$ cat config.mk
export PLATFORM = sky130hd
export DESIGN_NAME = scan_chain_ctrl
export DESIGN_NICKNAME = d
export VERILOG_FILES = /design/src/rtl/scan_chain_ctrl.sv
export SDC_FILE = /design/constraint.sdc
export NUM_CORES = 1
export LEC_CHECK = 0
export ABC_CLOCK_PERIOD_IN_PS = 1600
export BUFFER_PORTS_ARGS = -buffer_cell sky130_fd_sc_hd__clkbuf_2
export CORE_MARGIN = 2
export CORE_UTILIZATION = 55
export DETAILED_ROUTE_END_ITERATION = 10
export PLACE_DENSITY = 0.8
export SYNTH_ARGS = -nofsm -noshare
export SYNTH_HDL_FRONTEND = slang
export SYNTH_SLANG_ARGS = --single-unit
$ cat constraint.sdc
create_clock -name clk -period 1.6 [get_ports clk]
set_input_delay 0.08 -clock clk [delete_from_list [all_inputs] [get_ports clk]]
set_output_delay 0.08 -clock clk [all_outputs]
set_load 0.02 [all_outputs]
$ cat src/rtl/scan_chain_ctrl.sv
// scan_chain_ctrl: tester-side load / capture / unload master for a mux-scan chain.
// Define SCAN_COMPARE_EN for masked response compare; the compare input is named
// 'expected' because 'expect' is a reserved word.
module scan_chain_ctrl #(
  parameter int CHAIN_LEN      = 3,
  parameter int CAPTURE_CYCLES = 1
) (
  input  logic                 clk,
  input  logic                 rst,
  input  logic                 start,
  input  logic [CHAIN_LEN-1:0] pattern,
`ifdef SCAN_COMPARE_EN
  input  logic [CHAIN_LEN-1:0] expected,
  input  logic [CHAIN_LEN-1:0] mask,
  output logic                 fail,
`endif
  output logic                 busy,
  output logic                 done,
  output logic [CHAIN_LEN-1:0] response,
  output logic                 test_se,
  output logic                 test_si,
  input  logic                 test_so
);

  localparam int CW = $clog2(CHAIN_LEN + 1);
  localparam logic [CW-1:0] CNT_LAST = CW'(CHAIN_LEN - 1);
  localparam logic [3:0] CAP_LAST = 4'(CAPTURE_CYCLES - 1);

  typedef enum logic [2:0] {
    S_IDLE,
    S_LOAD,
    S_CAPTURE,
    S_UNLOAD,
    S_DONE
  } state_t;

  state_t               state;
  logic [CHAIN_LEN-1:0] shreg;
  logic [CW-1:0]        cnt;
  logic [3:0]           cap_cnt;

  // One register serves both directions: LOAD drains its MSB,
  // UNLOAD fills it from the LSB side.
  function automatic logic [CHAIN_LEN-1:0] shl(
    input logic [CHAIN_LEN-1:0] v,
    input logic                 b
  );
    return (v << 1) | CHAIN_LEN'(b);
  endfunction

  // Sequencer: load pattern, capture, unload response, pulse done.
  always_ff @(posedge clk or negedge rst) begin
    if (!rst) begin
      state    <= S_IDLE;
      busy     <= 1'b0;
      done     <= 1'b0;
      test_se  <= 1'b0;
      test_si  <= 1'b0;
      response <= '0;
      shreg    <= '0;
      cnt      <= '0;
      cap_cnt  <= '0;
    end else begin
      unique case (state)
        S_IDLE: begin
          if (start) begin
            state   <= S_LOAD;
            busy    <= 1'b1;
            test_se <= 1'b1;
            test_si <= pattern[CHAIN_LEN-1];
            shreg   <= pattern << 1;
            cnt     <= CNT_LAST;
          end
        end
        S_LOAD: begin
          if (cnt == '0) begin
            state   <= S_CAPTURE;
            test_se <= 1'b0;
            test_si <= 1'b0;
            cap_cnt <= CAP_LAST;
          end else begin
            test_si <= shreg[CHAIN_LEN-1];
            shreg   <= shreg << 1;
            cnt     <= cnt - 1'b1;
          end
        end
        S_CAPTURE: begin
          if (cap_cnt == '0) begin
            state   <= S_UNLOAD;
            test_se <= 1'b1;
            test_si <= 1'b0;
            cnt     <= CNT_LAST;
          end else begin
            cap_cnt <= cap_cnt - 1'b1;
          end
        end
        S_UNLOAD: begin
          shreg <= shl(shreg, test_so);
          if (cnt == '0) begin
            state    <= S_DONE;
            test_se  <= 1'b0;
            done     <= 1'b1;
            response <= shl(shreg, test_so);
          end else begin
            cnt <= cnt - 1'b1;
          end
        end
        S_DONE: begin
          state <= S_IDLE;
          done  <= 1'b0;
          busy  <= 1'b0;
        end
        default: begin
          state <= S_IDLE;
        end
      endcase
    end
  end

`ifdef SCAN_COMPARE_EN
  logic [CHAIN_LEN-1:0] exp_q;
  logic [CHAIN_LEN-1:0] mask_q;

  // Latch compare operands at acceptance; judge the response as it completes.
  always_ff @(posedge clk or negedge rst) begin
    if (!rst) begin
      exp_q  <= '0;
      mask_q <= '0;
      fail   <= 1'b0;
    end else begin
      if (state == S_IDLE && start) begin
        exp_q  <= expected;
        mask_q <= mask;
      end
      if (state == S_UNLOAD && cnt == '0) begin
        fail <= |((shl(shreg, test_so) ^ exp_q) & mask_q);
      end
    end
  end
`endif

endmodule
# Word-level counts from Yosys, hierarchy flattened
# Index checks and enable logic that the tools add are counted.
# word_totals
register_bits	19
in_bits	7
output_inout_bits	7
# classes
n_addsub	2
n_eq_ne	12
n_mux	26
bitwise	1
reduce_logical	19
# ops
cell	count
two-way mux 3 bit	6
inequality test 2 bit, second input constant	7
one-hot mux 3 bit (4 select lines)	1
AND reduction 4 bit	3
one-hot mux 3 bit (3 select lines)	1
AND reduction 3 bit	3
nonzero test 3 bit	3
two-way mux 4 bit	2
one-hot mux 4 bit (2 select lines)	1
two-way mux 1 bit	7
== test 3 x 2 -> 1 bit, second input constant	2
two-way mux 2 bit	3
one-hot mux 1 bit (3 select lines)	2
one-hot mux 2 bit (3 select lines)	1
AND reduction 2 bit	3
nonzero test 2 bit	3
zero test 4 bit	1
one-hot mux 1 bit (2 select lines)	2
subtractor 4 x 1 -> 4 bit, second input constant	1
== test 3 x 1 -> 1 bit, second input constant	1
== test 3 bit, second input constant	1
zero test 3 bit	1
bitwise OR 3 x 1 -> 3 bit	1
zero test 2 bit	1
other kinds (3)	3

# Depth between registers and ports, before layout
# depth
word_depth	4
depth_mapped	6
ltp_nobuf	6

# Least setup slack after synthesis
# Ideal clock, no wire load.
# synth_timing
path_type	register -> register
startpoint	register cnt[0]
endpoint	register shreg[1]
setup_time_ps	125
arrival_ps	1317
slack_ps	158
stages_incl_launch_ff	7
cell_sequence	dfrtp_1 -> inv_1 -> ha_1 -> inv_2 -> o21ai_4 -> a21oi_4 -> mux2_4
# synth_via
elab_chain_len	3
# synth_lines
item	line_no	rtl
start: declaration	39	logic [CW-1:0] cnt;
start signal: assignment	84	cnt <= cnt - 1'b1;
start signal: assignment	105	cnt <= cnt - 1'b1;
zero test 2 bit	76	if (cnt == '0) begin
inequality test 2 bit (no line)	--	
AND reduction 3 bit (no line)	--	
end signal: assignment	71	shreg <= pattern << 1;
end signal: assignment	83	shreg <= shreg << 1;
end signal: assignment	98	shreg <= shl(shreg, test_so);
end: declaration	38	logic [CHAIN_LEN-1:0] shreg;
# No other way between the ends.
# A chain may end at the register's enable or synchronous reset.

# Final worst setup path
# layout_timing
startpoint	register state[1]
endpoint	register cap_cnt[3]
# layout_via
elab_chain_len	3
elab_cells_between_ends	7
# layout_lines
item	line_no	rtl
start: declaration	37	state_t state;
start signal: assignment	54	state <= S_IDLE;
start signal: assignment	67	state <= S_LOAD;
start signal: assignment	77	state <= S_CAPTURE;
== test 3 x 2 -> 1 bit or == test 3 x 1 -> 1 bit (tied branches)	64	unique case (state)
inequality test 2 bit (no line) or nonzero test 2 bit (tied branches)	--	
AND reduction 3 bit (no line)	--	
end signal: assignment	94	cap_cnt <= cap_cnt - 1'b1;
end: declaration	40	logic [3:0] cap_cnt;
# Parallel ways exist; a longest one is shown, timed or not.

==> reports/summary.txt <==
status: complete, no violations
area delta synth->final: 13.9%
placed cell count: 134
gr usage total: 0.191
Synth Area in Compound Gates: 0.215
mapped cell area: 0.00107 mm²
Fin Clk Skew: 0.00320 ns
worst stage delay on the critical path: 0.67 ns
synth unique cells: 42
Final period util: 0.942
CP cell instances: and2b_4 -> and3_1 -> o21ai_1 -> a22o_1
antenna-violating nets left: 0
largest family of logic cells by synthesized area: compound AO/OA/AOI/OAI gates
Final Hold Slack: 0.0263 ns
Die Span X: 48.2 µm
Worst EP required: 1.80 ns
Synth Flop Type: dfrtp_1
port bufs: 13
register share of total power: 0.352
CTS H-tree depth: 1
DP HPWL: 1.38 mm
pwr/cell area: 1860 mW/mm²
Async SR Flop Fraction: 1.00
RR Startpoint: state[1]
worst-path cell with the longest stage delay: dfrtp_1
worst skew pair latency: 0.30 ns
Final Hold Fails: 0
# IOs: 14
n_diodes: 0
biggest area consumer among synthesized cells: dfrtp_1
TritonCTS clock tree: done
post-synthesis mux area share: 0.0770
vias per cell: 5.46
Max clock buf depth: 2
RSZ-0062 raised after global routing: no
die height: 48.2 µm
Power Internal: 1.36 mW
CP startpoint kind: flip-flop
Ys Warns: 0
total die area: 0.00232 mm²
Final Setup Violations: 0
Routed WL: 1.87 mm
worst reg2reg path depth: 4
vias in the first global route: 660
synth top area cells: dfrtp_1 44%, mux2_4 5.6%, ha_1 3.5%, nand2_1 2.5%, a22o_1 2.5%
post-route minimum period: 1.51 ns
final max-slew violation count: 0
CTS root buf: clkbuf_4
post-synthesis sequential area ratio: 0.443
initial antenna violation count: 0
total number of placement rows: 15
#FFs+latches synth: 19
Achievable Freq: 0.663 GHz
Syn Inst Count: 96
r2r endpoint: cap_cnt[3]
Fin Setup TNS: 0 ns
via count: 764
DR iter-0 viols: 4
Yosys top cell area share: 0.443
FF-to-FF setup slack: 0.09 ns
TritonCTS Buffers: 3
top post-synthesis cells by count: 19 x dfrtp_1, 7 x nand2_1, 6 x inv_1
starting density of the core: 0.601
number of synthesized flops with an enable pin: 0
Synthesized Nets: 106
post-synthesis simple-gate area fraction: 0.174
Comb power frac: 0.540
Clock transition at path regs: 0.10 ns
crit path max fanout: 12
crit path from: state[1]
clock share of power: 0.107
clock sinks: 19
Hold Path Class: input pin to flip-flop
Slew HR: 0.667
WP data arrival: 1.71 ns
gpl congestion: 0.804
Routed WL per cell: 13.3 µm
most frequent cell after synthesis: dfrtp_1
Worst Tran Pin Value: 0.500 ns
sw frac: 0.401
worst vdd ir: 1.21 mV
drt drc: 0
Psw: 0.910 mW
area of the core: 0.00178 mm²
Synth Area per Inst: 11.2 µm²
1st-pass router iterations: 4
Max Cap Violations: 0
gr ovfl total: 0
Leakage: 0.584 nW
fraction of layout cells with a size suffix above 1: 0.357
Synth Area in Adders: 0.0350
Final Net Count: 126
first-pass GRT wire length: 3.02 mm
Worst Setup Path Type: flip-flop to flip-flop
largest net degree at the start of global routing: 20
Worst Setup End Kind: flip-flop
Non-Filler Instances: 140
worst setup path end: cap_cnt[3]
XOR/XNOR share of the synthesized area: 0
Post-CTS Resized: 0
-- final cells by class --
type                       count  area (µm²)
inverter                       7        26.3
clock buffer                   4        26.3
multi-input combinational     66         537
sequential                    19         475
fill                         130         562
tap                           25        31.3
timing repair buffer          19         125
-- how the worst min path moves through the flow --
stage          startpoint     endpoint  slack [ns]  cells past startpoint
2_1_floorplan         rst         busy       -0.22                      0
3_3_place_gp          rst  response[0]        0.05                      1
3_5_place_dp          rst     state[2]        0.06                      1
4_1_cts           test_so  response[0]        0.02                      2
5_1_grt           test_so  response[0]        0.03                      2
6_report          test_so     shreg[0]        0.03                      3
-- through the flow --
stage | power (mW) | worst slack, ns | cell area (µm²) | util
4_1_cts | 2.28 | 0.104 | 1210 | 0.681
2_1_floorplan | 1.76 | 0.158 | 1070 | -
6_report | 2.27 | 0.0920 | 1220 | 0.685
3_3_place_gp | 1.99 | 0.154 | 1180 | 0.660
3_5_place_dp | 2.03 | 0.124 | 1180 | 0.660
5_1_grt | 2.42 | 0.00940 | 1220 | 0.685
-- repair_timing --
action	CTS	global route
hold endpoints to repair	19	0
hold buffers	1	0
setup buffers	0	1
endpoints found under the setup margin	0	1
-- registers in the layout, summed over array words and instances (netlist names) --
name      count
cap_cnt       4
test_se       1
state         3
busy          1
done          1
test_si       1
response      3
cnt           2
shreg         3
-- cell families after synthesis --
group           count (synthesis)
fa+ha+maj                       3
simple gates                   28
buf+inv                        11
compound gates                 29
mux                             6
flops                          19
-- cells in the final DEF, fill, tap and decap left out, types with 3 or more instances in the layout --
| cell | Yosys | layout |
|---|---|---|
| dfrtp_1 | 19 | 19 |
| clkbuf_2 | 0 | 13 |
| nand2_1 | 7 | 7 |
| inv_1 | 6 | 6 |
| a21oi_1 | 5 | 5 |
| o21ai_1 | 5 | 5 |
| mux2_4 | 4 | 4 |
| buf_4 | 1 | 4 |
| nor2_1 | 3 | 3 |
| o21ai_0 | 3 | 3 |
| a22o_1 | 3 | 3 |
| nor3_1 | 3 | 3 |
| ha_1 | 3 | 3 |
| clkbuf_4 | 0 | 3 |
-- power by group through the flow --
stage	Clock (mW)	Combinational, mW	Sequential (mW)
2_1_floorplan	0	0.918	0.843
3_3_place_gp	0	1.20	0.798
3_5_place_dp	0	1.23	0.808
4_1_cts	0.251	1.23	0.800
5_1_grt	0.274	1.32	0.820
6_report	0.243	1.22	0.799
-- layer usage --
layer  wire [µm]  share of wire  global-route usage  up-vias
met2         797           0.43               0.271       13
met5           0              0                   0        -
met3          45          0.024              0.0222        5
li1            -              -                   -      382
met4          44          0.024              0.0973        0
met1         980           0.52               0.286      364
-- worst max-delay path, delay by kind of cell, from the launching register on --
| kind | cells | cell delay [ns] |
|---|---|---|
| AO/OA/AOI/OAI | 2 | 0.30 |
| flip-flops | 1 | 0.67 |
| AND/OR/NAND/NOR | 2 | 0.44 |
Note: power is estimated with default switching activity, not from simulation.
